## config.mk

```make
export PLATFORM = sky130hd
export DESIGN_NAME = mux4_rr_sched
export DESIGN_NICKNAME = d
export VERILOG_FILES = /design/src/rtl/mux4_rr_sched_pkg.sv /design/src/rtl/mux4_rr_sched_dp.sv /design/src/rtl/mux4_rr_sched.sv
export SDC_FILE = /design/constraint.sdc
export NUM_CORES = 1
export LEC_CHECK = 0
export CORE_UTILIZATION = 48
export DETAILED_ROUTE_END_ITERATION = 12
export GPL_TIMING_DRIVEN = 0
export HOLD_SLACK_MARGIN = 0.12
export PLACE_DENSITY_LB_ADDON = 0.2
export SYNTH_ARGS = -nofsm -noshare
export SYNTH_HDL_FRONTEND = slang
export SYNTH_SLANG_ARGS = --single-unit
export TNS_END_PERCENT = 100
```

## constraint.sdc

```tcl
create_clock -name clk -period 2.91 [get_ports clk]
set_input_delay 0.4365 -clock clk [delete_from_list [all_inputs] [get_ports clk]]
set_output_delay 0.4365 -clock clk [all_outputs]
set_load 0.05 [all_outputs]
```

## src/rtl/mux4_rr_sched_pkg.sv

```systemverilog
// ============================================================================
// Module   : mux4_rr_sched_pkg
// Brief    : Shared types and helpers for the round-robin 4:1 mux scheduler.
// Revision : 1.0
// ============================================================================
`default_nettype none

package mux4_rr_sched_pkg;

  localparam int NREQ = 4;

  typedef enum logic [0:0] {
    IDLE  = 1'b0,
    GRANT = 1'b1
  } state_t;

  typedef struct packed {
    logic       found;
    logic [1:0] idx;
  } pick_t;

  function automatic logic [NREQ-1:0] onehot2(input logic [1:0] idx);
    return 4'b0001 << idx;
  endfunction

  // Scan from the highest offset down so the lowest offset from start wins.
  function automatic pick_t rr_pick(input logic [NREQ-1:0] req, input logic [1:0] start);
    pick_t      r;
    logic [1:0] k;
    r.found = 1'b0;
    r.idx   = start;
    for (int i = NREQ - 1; i >= 0; i--) begin
      k = start + 2'(i);
      if (req[k]) begin
        r.found = 1'b1;
        r.idx   = k;
      end
    end
    return r;
  endfunction

endpackage

`default_nettype wire

```

## src/rtl/mux4_rr_sched_dp.sv

```systemverilog
// ============================================================================
// Module   : mux4_dp
// Brief    : Combinational DW-wide 4:1 data mux.
// Revision : 1.0
// ============================================================================
`default_nettype none

module mux4_dp #(
  parameter int DW = 4
) (
  input  logic [DW-1:0] a,
  input  logic [DW-1:0] b,
  input  logic [DW-1:0] c,
  input  logic [DW-1:0] d,
  input  logic [1:0]    sel,
  output logic [DW-1:0] y
);

  always_comb begin
    case (sel)
      2'd0:    y = a;
      2'd1:    y = b;
      2'd2:    y = c;
      2'd3:    y = d;
      default: y = a;
    endcase
  end

endmodule

`default_nettype wire

```

## src/rtl/mux4_rr_sched.sv

```systemverilog
// ============================================================================
// Module   : mux4_rr_sched
// Brief    : Round-robin scheduler for a shared 4:1 mux, burst-limited grants.
// Revision : 1.0
// ============================================================================
`default_nettype none

module mux4_rr_sched
  import mux4_rr_sched_pkg::*;
#(
  parameter int DW        = 4,
  parameter int MAX_BURST = 4
) (
  input  logic            clk,
  input  logic            rst,
  input  logic [NREQ-1:0] req,
  input  logic [DW-1:0]   a,
  input  logic [DW-1:0]   b,
  input  logic [DW-1:0]   c,
  input  logic [DW-1:0]   d,
  input  logic            out_ready,
  output logic [NREQ-1:0] gnt,
  output logic [1:0]      sel,
  output logic [DW-1:0]   out,
  output logic            out_valid,
  output logic            busy
);

  localparam int            c_bw   = $clog2(MAX_BURST) + 1;
  localparam logic [c_bw-1:0] c_last = c_bw'(MAX_BURST - 1);

  state_t          r_state, w_state_nxt;
  logic [NREQ-1:0] r_gnt, w_gnt_nxt;
  logic [1:0]      r_sel, w_sel_nxt;
  logic [1:0]      r_ptr, w_ptr_nxt;
  logic [c_bw-1:0] r_burst, w_burst_nxt;
  logic [DW-1:0]   r_out, w_out_nxt;
  logic            r_valid, w_valid_nxt;
  logic [DW-1:0]   w_mux;
  pick_t           w_pick_idle;
  pick_t           w_pick_next;

  mux4_dp #(.DW(DW)) u_dp (
    .a   (a),
    .b   (b),
    .c   (c),
    .d   (d),
    .sel (r_sel),
    .y   (w_mux)
  );

  // Handover search excludes the current owner and starts just past it.
  assign w_pick_idle = rr_pick(req, r_ptr);
  assign w_pick_next = rr_pick(req & ~onehot2(r_sel), r_sel + 2'd1);

  always_comb begin
    w_state_nxt = r_state;
    w_gnt_nxt   = r_gnt;
    w_sel_nxt   = r_sel;
    w_ptr_nxt   = r_ptr;
    w_burst_nxt = r_burst;
    w_out_nxt   = r_out;
    w_valid_nxt = 1'b0;
    case (r_state)
      IDLE: begin
        if (w_pick_idle.found) begin
          w_state_nxt = GRANT;
          w_gnt_nxt   = onehot2(w_pick_idle.idx);
          w_sel_nxt   = w_pick_idle.idx;
          w_burst_nxt = '0;
        end
      end
      GRANT: begin
        if (!req[r_sel]) begin
          w_ptr_nxt   = r_sel + 2'd1;
          w_burst_nxt = '0;
          if (w_pick_next.found) begin
            w_gnt_nxt = onehot2(w_pick_next.idx);
            w_sel_nxt = w_pick_next.idx;
          end else begin
            w_state_nxt = IDLE;
            w_gnt_nxt   = '0;
          end
        end else if (out_ready) begin
          w_out_nxt   = w_mux;
          w_valid_nxt = 1'b1;
          if (r_burst == c_last) begin
            w_burst_nxt = '0;
            if (w_pick_next.found) begin
              w_ptr_nxt = r_sel + 2'd1;
              w_gnt_nxt = onehot2(w_pick_next.idx);
              w_sel_nxt = w_pick_next.idx;
            end
          end else begin
            w_burst_nxt = r_burst + 1'b1;
          end
        end
      end
      default: begin
        w_state_nxt = IDLE;
        w_gnt_nxt   = '0;
      end
    endcase
  end

  always_ff @(posedge clk) begin
    if (rst) begin
      r_state <= IDLE;
      r_gnt   <= '0;
      r_sel   <= '0;
      r_ptr   <= '0;
      r_burst <= '0;
      r_out   <= '0;
      r_valid <= 1'b0;
    end else begin
      r_state <= w_state_nxt;
      r_gnt   <= w_gnt_nxt;
      r_sel   <= w_sel_nxt;
      r_ptr   <= w_ptr_nxt;
      r_burst <= w_burst_nxt;
      r_out   <= w_out_nxt;
      r_valid <= w_valid_nxt;
    end
  end

  assign gnt       = r_gnt;
  assign sel       = r_sel;
  assign out       = r_out;
  assign out_valid = r_valid;
  assign busy      = (r_state == GRANT);

endmodule

`default_nettype wire
```

**Word-level counts from Yosys, hierarchy flattened**

Index checks and enable logic that the tools add are counted.

- Output and inout bits: 12
- Register bits after elaboration: 17
- Logic and storage cells: 103

- Shifts and indexed selects: 3
- Add/sub/neg operators: 8
- $lt $le $gt $ge: 9
- Muxes and demuxes: 54
- Bitwise logic cells: 4
- Reductions and logical operators: 7
- Equality and inequality tests: 11

Operator list:

| kind | count |
|---|---|
| $mux W3 | 12 |
| $lt A2 B3 Y1 const B | 9 |
| $mux W4 | 6 |
| $bmux W1 S2 | 9 |
| $mux W2 | 9 |
| $pmux W4 S4 | 1 |
| $mux W1 | 13 |
| $shl A1 B2 Y4 const A | 3 |
| $add A2 B2 Y2 const B | 4 |
| $pmux W4 S2 | 1 |
| $reduce_and A4 Y1 | 2 |
| $add A2 B1 Y2 const B | 3 |
| $ne A2 B2 Y1 const B | 3 |
| $ne A3 B3 Y1 const B | 2 |
| $pmux W3 S2 | 1 |
| $reduce_and A3 Y1 | 2 |
| $and A4 B4 Y4 | 1 |
| $eq A2 B2 Y1 const B | 2 |
| $not A4 Y4 | 1 |
| $pmux W2 S2 | 1 |
| $add A3 B1 Y3 const B | 1 |
| $eq A3 B2 Y1 const B | 1 |
| $ne A3 B2 Y1 const B | 1 |
| $reduce_or A3 Y1 | 1 |
| other kinds (6) | 7 |

**Depth between registers and ports, before layout**

Gate-level depths: netlist of the first run.

- Depth in word-level cells: 15
- Gate-level depth with buffers: 9
- Gate-level depth less buffers: 8

**Hierarchy**

A second synthesis of the first run with hierarchy kept.

- Cell total of the unflattened synthesis: 147
- Area, all modules: 1287.5 µm²

By module, submodules not included:

| module | instances | seq. area each (µm²) | area each (µm²) | cells an instance |
|---|---|---|---|---|
| mux4_rr_sched | 1 | 340.3 | 1182.4 | 143 |
| mux4_dp | 1 | 0.0 | 105.1 | 4 |

**Worst setup path after synthesis of the first run**

No wires, ideal clock.

- Kind: register to register
- From: register r_sel[0], in the netlist sel[0]
- To: register r_ptr[0]
- Arrival time: 2.657 ns
- Slack: 0.132 ns
- Cell stages (with the launch flop): 10
- Clock period less this slack: 2.778 ns
- Setup time: 0.121 ns
- Cell sequence: dfxtp_1 -> inv_1 -> ha_1 -> buf_2 -> nor3b_1 -> nor3_1 -> a32o_2 -> a211oi_2 -> o21a_1 -> mux2_2

- Longest elaborated chain between the ends: 11
- Elaborated cells between the ends (all ways): 29
- Those cells by class: add/sub: 4; eq/ne: 3; shift: 1; mux: 18; bitwise: 2; reduce/logical: 1

RTL lines:

| what | line | RTL |
|---|---|---|
| start, declared | mux4_rr_sched.sv:34 | `logic [1:0] r_sel, w_sel_nxt;` |
| start signal, assigned | mux4_rr_sched.sv:118 | `r_sel <= w_sel_nxt;` |
| parallel branches: the longest is 11 deep, another holds $add A2 B1 Y2 | - |  |
| end signal, assigned | mux4_rr_sched.sv:119 | `r_ptr <= w_ptr_nxt;` |
| end, declared | mux4_rr_sched.sv:35 | `logic [1:0] r_ptr, w_ptr_nxt;` |

Parallel ways; which one is timed is not known. The select of a mux whose other input is x is not followed.
A chain may end at the register's enable or synchronous reset.

**Worst setup path after layout of the first run**

Same ends and word-level chain as after synthesis.

==> results.tsv, run 1 <==
stage	metric	value	unit
placed_design	total cell area at the placement stage	0.00168	sq mm
yosys	number of synthesized flops with an enable pin	0	
layout	layout-stage area growth over the synthesis result	30.0	%
clocking	Clock H-tree levels	1	
clocking	CTS tree	built	
timing	Worst Max-Slew Pin Slew	0.635	ns
clocking	number of buffers added for setup after CTS	0	
global_route	number of global-route vias before repair	1244	
yosys	commonest register cell after synthesis	sky130_fd_sc_hd__dfxtp_1	
global_route	remaining global-route overflow	0	
global_route	antenna violations before repair	0	
critical_path	Arrival @ worst endpoint	2.92	ns
floorplan	initial core utilization	52.0	%
timing	number of endpoints failing setup at the final stage	0	
layout	top library cells by usage in the layout, fill and taps aside	sky130_fd_sc_hd__clkdlybuf4s50_1, sky130_fd_sc_hd__nor2_1, sky130_fd_sc_hd__a21oi_1	
timing	final hold violation count	0	
timing	number of pins exceeding their max-slew limit in the final report	0	
drt	antenna-violating nets left	0	
worst_hold_path	worst hold path class	reg2reg	
critical_path	category of the worst setup path launch point	flop	
floorplan	vertical extent of the die	54.3	microns
floorplan	row cnt	18	
placed_design	DP Wirelength	2.59	mm
clocking	number of sinks handled by clock tree synthesis	17	
drt	number of iterations in the first detailed-routing pass	5	
yosys	Post-Syn Nets	198	
timing	Final min period	2.71	ns
drt	post-detailed-route via-to-cell ratio	6.07	
drt	WL per Instance	14.3	microns
floorplan	core region area	0.00252	sq mm
layout	total of fill cells in the finished design	219	
global_route	Overall Global Routing Usage	25.5	%
pwr	worst-case vdd ir drop	0.000552	V
layout	total non-filler cell area in the finished layout	0.00171	sq mm
clocking	# resized after CTS	0	
pwr	power density over the cells	725	mW/mm^2
outcome	run status	finished, final reports clean	
placed_design	gp weighted congestion	0.815	
timing	RSZ-0062 raised after global routing	no	
yosys	Synth Register Bits	17	
yosys	yosys synthesis warning count	0	
floorplan	die area	0.00295	sq mm
pwr	total power after layout	1240	uW
timing	maximum clock frequency	370	MHz
drt	Iter 0 DRT Violations	45	
yosys	post-synthesis instance area	0.00131	sq mm
floorplan	IO Pins	35	
clocking	Root Buffer	sky130_fd_sc_hd__clkbuf_4	
timing	final setup skew	0.0104	ns
yosys	count of distinct cell types in the synthesized netlist	51	
yosys	share of the yosys chip area belonging to registers	25.9	%
critical_path	nature of the critical path endpoint	flop	
critical_path	maximum fanout encountered on the critical timing path	9	
floorplan	horizontal die dimension	54.3	microns
drt	total DRC errors in the routed layout	0	
clocking	Clk Latency, worst-skew pair	0.31	ns
drt	Total Wirelength	3.39	mm
yosys	per-instance average area after synthesis	7.72	sq um
flow_run	number of maximum-capacitance constraint violations	0	
layout	leading cell type in the layout, fill and taps excluded	sky130_fd_sc_hd__clkdlybuf4s50_1	
clocking	clock-pin slew of the registers on the worst-case setup and hold paths	0.10	ns
layout	fraction of final layout cells with drive strength greater than 1	9.66	%
timing	fraction of the cycle the final worst path needs	93.0	%
pwr	Leak Pwr	0.000651	uW
critical_path	startpoint-to-endpoint class of the critical path	reg2reg	
global_route	wire length of the first global-routing pass	5.46	mm
yosys	synthesized instance count	170	
clocking	CTS Buffer Depth	2	
drt	total vias in the final route	1439	
yosys	ys async rst share	0	%
placed_design	IO buf count	33	
timing	worst-case headroom to the max-slew limit	57.6	%
clocking	number of hold buffers added after cts	0	
global_route	pin count of the biggest net entering global routing	11	
timing	summed negative setup slack over all endpoints	0	ns
clocking	TritonCTS Buffers	3	
layout	antenna diode count	0	
critical_path	required time at the worst-slack endpoint	3.12	ns
layout	Post-layout nets	236	
==> final timing paths <==
| kind | slack [ns] | to | start | cells past startpoint |
|---|---|---|---|---|
| worst max-delay path | 0.20 | r_ptr[0] | sel[0] | 9 |
| worst min-delay path | 0.50 | out[1] | out[1] | 2 |
| worst max register to register | 0.20 | r_ptr[0] | sel[0] | 9 |
| worst min register to register | 0.50 | out[1] | out[1] | 2 |
==> per-stage QoR <==
| stage | hold WS, ns | utilization (%) | worst slack (ns) | instances |
|---|---|---|---|---|
| finish | 0.499 | 67.7 | 0.204 | 237 |
| floorplan | 0.458 | - | 0.132 | 170 |
| global placement | 0.470 | 66.6 | 0.156 | 233 |
| detailed placement | 0.480 | 66.6 | 0.143 | 233 |
| CTS | 0.492 | 67.7 | 0.214 | 237 |
| global route | 0.522 | 67.7 | 0.0269 | 237 |
==> routing by layer <==
metal	vias to the layer above	share of wire [%]	track usage [%]
met5	-	0	0
met1	685	43	32.2
met4	0	0.32	3.42
met2	49	50	43.7
li1	703	-	-
met3	2	6.1	7.22
==> power by group <==
| part | switching [uW] | leakage, uW | internal, uW |
|---|---|---|---|
| Sequential | 36.3 | 0.000139 | 275 |
| Clock | 79.6 | 0.0000150 | 53.6 |
| Combinational | 471 | 0.000497 | 322 |
| Total | 587 | 0.000651 | 650 |
==> critical path, cell delays in order, from the launching register on <==
cell	delay, ns
sky130_fd_sc_hd__dfxtp_1	0.47
sky130_fd_sc_hd__inv_1	0.20
sky130_fd_sc_hd__ha_1	0.31
sky130_fd_sc_hd__nor2b_2	0.14
sky130_fd_sc_hd__buf_6	0.14
sky130_fd_sc_hd__mux2i_1	0.07
sky130_fd_sc_hd__o211a_1	0.27
sky130_fd_sc_hd__a211oi_2	0.43
sky130_fd_sc_hd__o21a_1	0.23
sky130_fd_sc_hd__mux2_2	0.34
==> cell families (layout without fill, tap and decap cells) <==
family,after synthesis,count (layout),synth area share (%)
fa+ha+maj,5,5,4.77
compound gates,56,56,29.8
mux,6,6,5.91
simple gates,68,68,26.6
flops,17,17,25.9
buf+inv,18,55,6.96
==> area by class of cell <==
cell class | count | area (sq um) | share of cell area, %
multi-input combinational | 135 | 881 | 51.6
sequential | 17 | 340 | 19.9
timing repair buffer | 33 | 330 | 19.4
buffer | 10 | 61.3 | 3.59
tap | 30 | 37.5 | 2.20
inverter | 8 | 30.0 | 1.76
clock buffer | 4 | 26.3 | 1.54
==> synth_stat cells (2+ instances only) <==
library cell / number / area, sq um
sky130_fd_sc_hd__nor2_1: 25 / 93.8
sky130_fd_sc_hd__a21oi_1: 19 / 95.1
sky130_fd_sc_hd__dfxtp_1: 17 / 340
sky130_fd_sc_hd__nand2_1: 13 / 48.8
sky130_fd_sc_hd__inv_1: 8 / 30.0
sky130_fd_sc_hd__nor3_1: 8 / 40.0
sky130_fd_sc_hd__nor2b_1: 6 / 37.5
sky130_fd_sc_hd__o21ai_0: 6 / 30.0
sky130_fd_sc_hd__ha_1: 5 / 62.6
sky130_fd_sc_hd__a222oi_1: 4 / 40.0
sky130_fd_sc_hd__buf_2: 4 / 20.0
sky130_fd_sc_hd__mux2i_1: 4 / 40.0
sky130_fd_sc_hd__clkbuf_1: 3 / 11.3
sky130_fd_sc_hd__nand2b_1: 3 / 18.8
sky130_fd_sc_hd__o22ai_1: 3 / 18.8
sky130_fd_sc_hd__a211oi_1: 2 / 15.0
sky130_fd_sc_hd__a21boi_0: 2 / 15.0
sky130_fd_sc_hd__a311oi_1: 2 / 17.5
sky130_fd_sc_hd__buf_6: 2 / 22.5
sky130_fd_sc_hd__nand4bb_1: 2 / 22.5
sky130_fd_sc_hd__o21a_1: 2 / 15.0
==> flip-flops by register name (all words and copies together) (netlist names) <==
| name | cells |
|---|---|
| gnt | 4 |
| out | 4 |
| r_burst | 3 |
| r_ptr | 2 |
| sel | 2 |
| busy | 1 |
| out_valid | 1 |
Power figures use the tool's default switching activity.
==> run 2: changes to the inputs <==
CTS_BUF_LIST = sky130_fd_sc_hd__clkbuf_16   (was unset)
CTS_CLUSTER_DIAMETER = 30   (was unset)
==> run 2 against run 1 <==
Sequential share of layout area shrank 0.60 points. Flip-flop and latch count is the same. Via count is the same. Sequential power is essentially flat. Combinational power is essentially flat. Hold slack lost 0.011 ns. Largest power group unchanged. Highest routed layer unchanged.
==> results.tsv, run 2 (synthesis results as in run 1) <==
stage	metric	value	unit
drt	Iter 0 DRT Violations	45	
critical_path	crit-path max cell delay	0.45	ns
worst_hold_path	worst hold path class	reg2reg	
timing	worst-case headroom to the max-slew limit	57.1	%
global_route	Overall Global Routing Usage	26.0	%
timing	RSZ-0062 raised after global routing	no	
clocking	Root Buffer	sky130_fd_sc_hd__clkbuf_16	
pwr	Leak Pwr	0.000679	uW
drt	total DRC errors in the routed layout	0	
clocking	CTS tree	built	
critical_path	Crit-path slowest cell	sky130_fd_sc_hd__dfxtp_1	
layout	top library cells by usage in the layout, fill and taps aside	sky130_fd_sc_hd__clkdlybuf4s50_1, sky130_fd_sc_hd__nor2_1, sky130_fd_sc_hd__a21oi_1	
drt	WL per Instance	14.6	microns
critical_path	first element of the critical path	sel[0]	
global_route	grt peak-use layer	met2	
layout	fraction of final layout cells with drive strength greater than 1	9.66	%
timing	final hold violation count	0	
global_route	wire length of the first global-routing pass	5.55	mm
global_route	pin count of the biggest net entering global routing	11	
placed_design	IO buf count	33	
global_route	global-route met3 utilization	9.17	%
timing	Worst Max-Slew Pin Slew	0.642	ns
layout	count of placed standard cells in the final layout, fillers left out	237	
clocking	TritonCTS Buffers	3	
clocking	Clock H-tree levels	1	
layout	Post-layout nets	236	
timing	number of endpoints failing setup at the final stage	0	
timing	final setup skew	0.00705	ns
pwr	power density over the cells	786	mW/mm^2
critical_path	Crit Reg-Reg Startpoint	sel[0]	
critical_path	category of the worst setup path launch point	flop	
critical_path	Arrival @ worst endpoint	2.85	ns
timing	Final min period	2.71	ns
floorplan	IO Pins	35	
critical_path	nature of the critical path endpoint	flop	
critical_path	worst-case reg-to-reg path depth	9	
global_route	remaining global-route overflow	0	
floorplan	core region area	0.00252	sq mm
drt	antenna-violating nets left	0	
timing	fraction of the cycle the final worst path needs	93.0	%
critical_path	slack of the worst reg-to-reg path	0.20	ns
floorplan	horizontal die dimension	54.3	microns
layout	layout-stage area growth over the synthesis result	34.0	%
layout	leading cell type in the layout, fill and taps excluded	sky130_fd_sc_hd__clkdlybuf4s50_1	
placed_design	number of placed cells counting well taps	233	
placed_design	DP Wirelength	2.59	mm
drt	post-detailed-route via-to-cell ratio	6.07	
critical_path	maximum fanout encountered on the critical timing path	9	
floorplan	vertical extent of the die	54.3	microns
drt	total vias in the final route	1439	
global_route	antenna violations before repair	0	
pwr	total power after layout	1380	uW
floorplan	initial core utilization	52.0	%
drt	number of iterations in the first detailed-routing pass	5	
critical_path	Critical Path Sink	r_ptr[0]	
global_route	number of global-route vias before repair	1290	
clocking	clock-pin slew of the registers on the worst-case setup and hold paths	0.05	ns
global_route	met2 Use GR	44.9	%
critical_path	startpoint-to-endpoint class of the critical path	reg2reg	
flow_run	number of maximum-capacitance constraint violations	0	
floorplan	die area	0.00295	sq mm
layout	total of fill cells in the finished design	212	
critical_path	chain of cells forming the critical path	inv_1, ha_1, nor2b_2, buf_6, mux2i_1, o211a_1, a211oi_2, o21a_1, mux2_2	
placed_design	gp weighted congestion	0.815	
layout	antenna diode count	0	
global_route	met1 capacity usage during global routing	31.0	%
critical_path	required time at the worst-slack endpoint	3.05	ns
timing	number of pins exceeding their max-slew limit in the final report	0	
timing	maximum clock frequency	369	MHz
clocking	number of hold buffers added after cts	0	
timing	summed negative setup slack over all endpoints	0	ns
floorplan	row cnt	18	
clocking	number of sinks handled by clock tree synthesis	17	
drt	Total Wirelength	3.47	mm
clocking	CTS Buffer Depth	2	
clocking	# resized after CTS	0	
worst_hold_path	startpoint of the lowest-slack hold path	out[1]	
clocking	number of buffers added for setup after CTS	0	
pwr	worst-case vdd ir drop	0.000906	V
critical_path	Reg2Reg Capture Point	r_ptr[0]	
outcome	run status	finished, final reports clean	
clocking	Clk Latency, worst-skew pair	0.25	ns
[run 2: worst min-delay path by stage]
| stage | cells after the start | endpoint |
|---|---|---|
| finish | 2 | out[1] |
| global route | 2 | out[1] |
| CTS | 2 | out[1] |
| detailed placement | 2 | out[1] |
| global placement | 2 | out[3] |
| floorplan | 2 | r_burst[1] |
[run 2: routing by layer]
layer	up-vias	wire length, microns
li1	698	-
met3	3	236
met2	55	1770
met4	0	6
met1	683	1450
met5	-	0
[run 2: per-stage QoR]
stage / instance area (sq um) / hold slack [ns] / utilization [%] / setup slack (ns)
after floorplan: 1310 / 0.458 / - / 0.132
after global placement: 1680 / 0.470 / 66.6 / 0.156
after detailed placement: 1680 / 0.480 / 66.6 / 0.143
after CTS: 1760 / 0.494 / 69.7 / 0.222
after global routing: 1760 / 0.537 / 69.7 / 0.0349
final: 1760 / 0.488 / 69.7 / 0.203
[run 2: layout make-up]
class                      instances  area (sq um)  area share, %
buffer                            10          61.3           3.49
clock buffer                       3          75.1           4.27
clock inverter                     1          3.75          0.213
inverter                           8          30.0           1.71
multi-input combinational        135           881           50.1
sequential                        17           340           19.3
tap                               30          37.5           2.13
timing repair buffer              33           330           18.8
[run 2: critical path, delay by kind of cell (launching register included)]
family          cells  cell delay [ns]
simple gates        1             0.14
buf+inv             2             0.34
mux                 2             0.41
compound gates      3             0.94
fa+ha+maj           1             0.31
flops               1             0.45
[run 2: power breakdown]
part	leakage [uW]	internal (uW)	switching (uW)	total (uW)
Sequential	0.000139	275	36.8	312
Combinational	0.000497	322	474	796
Clock	0.0000423	182	92.1	275
Total	0.000679	780	603	1380
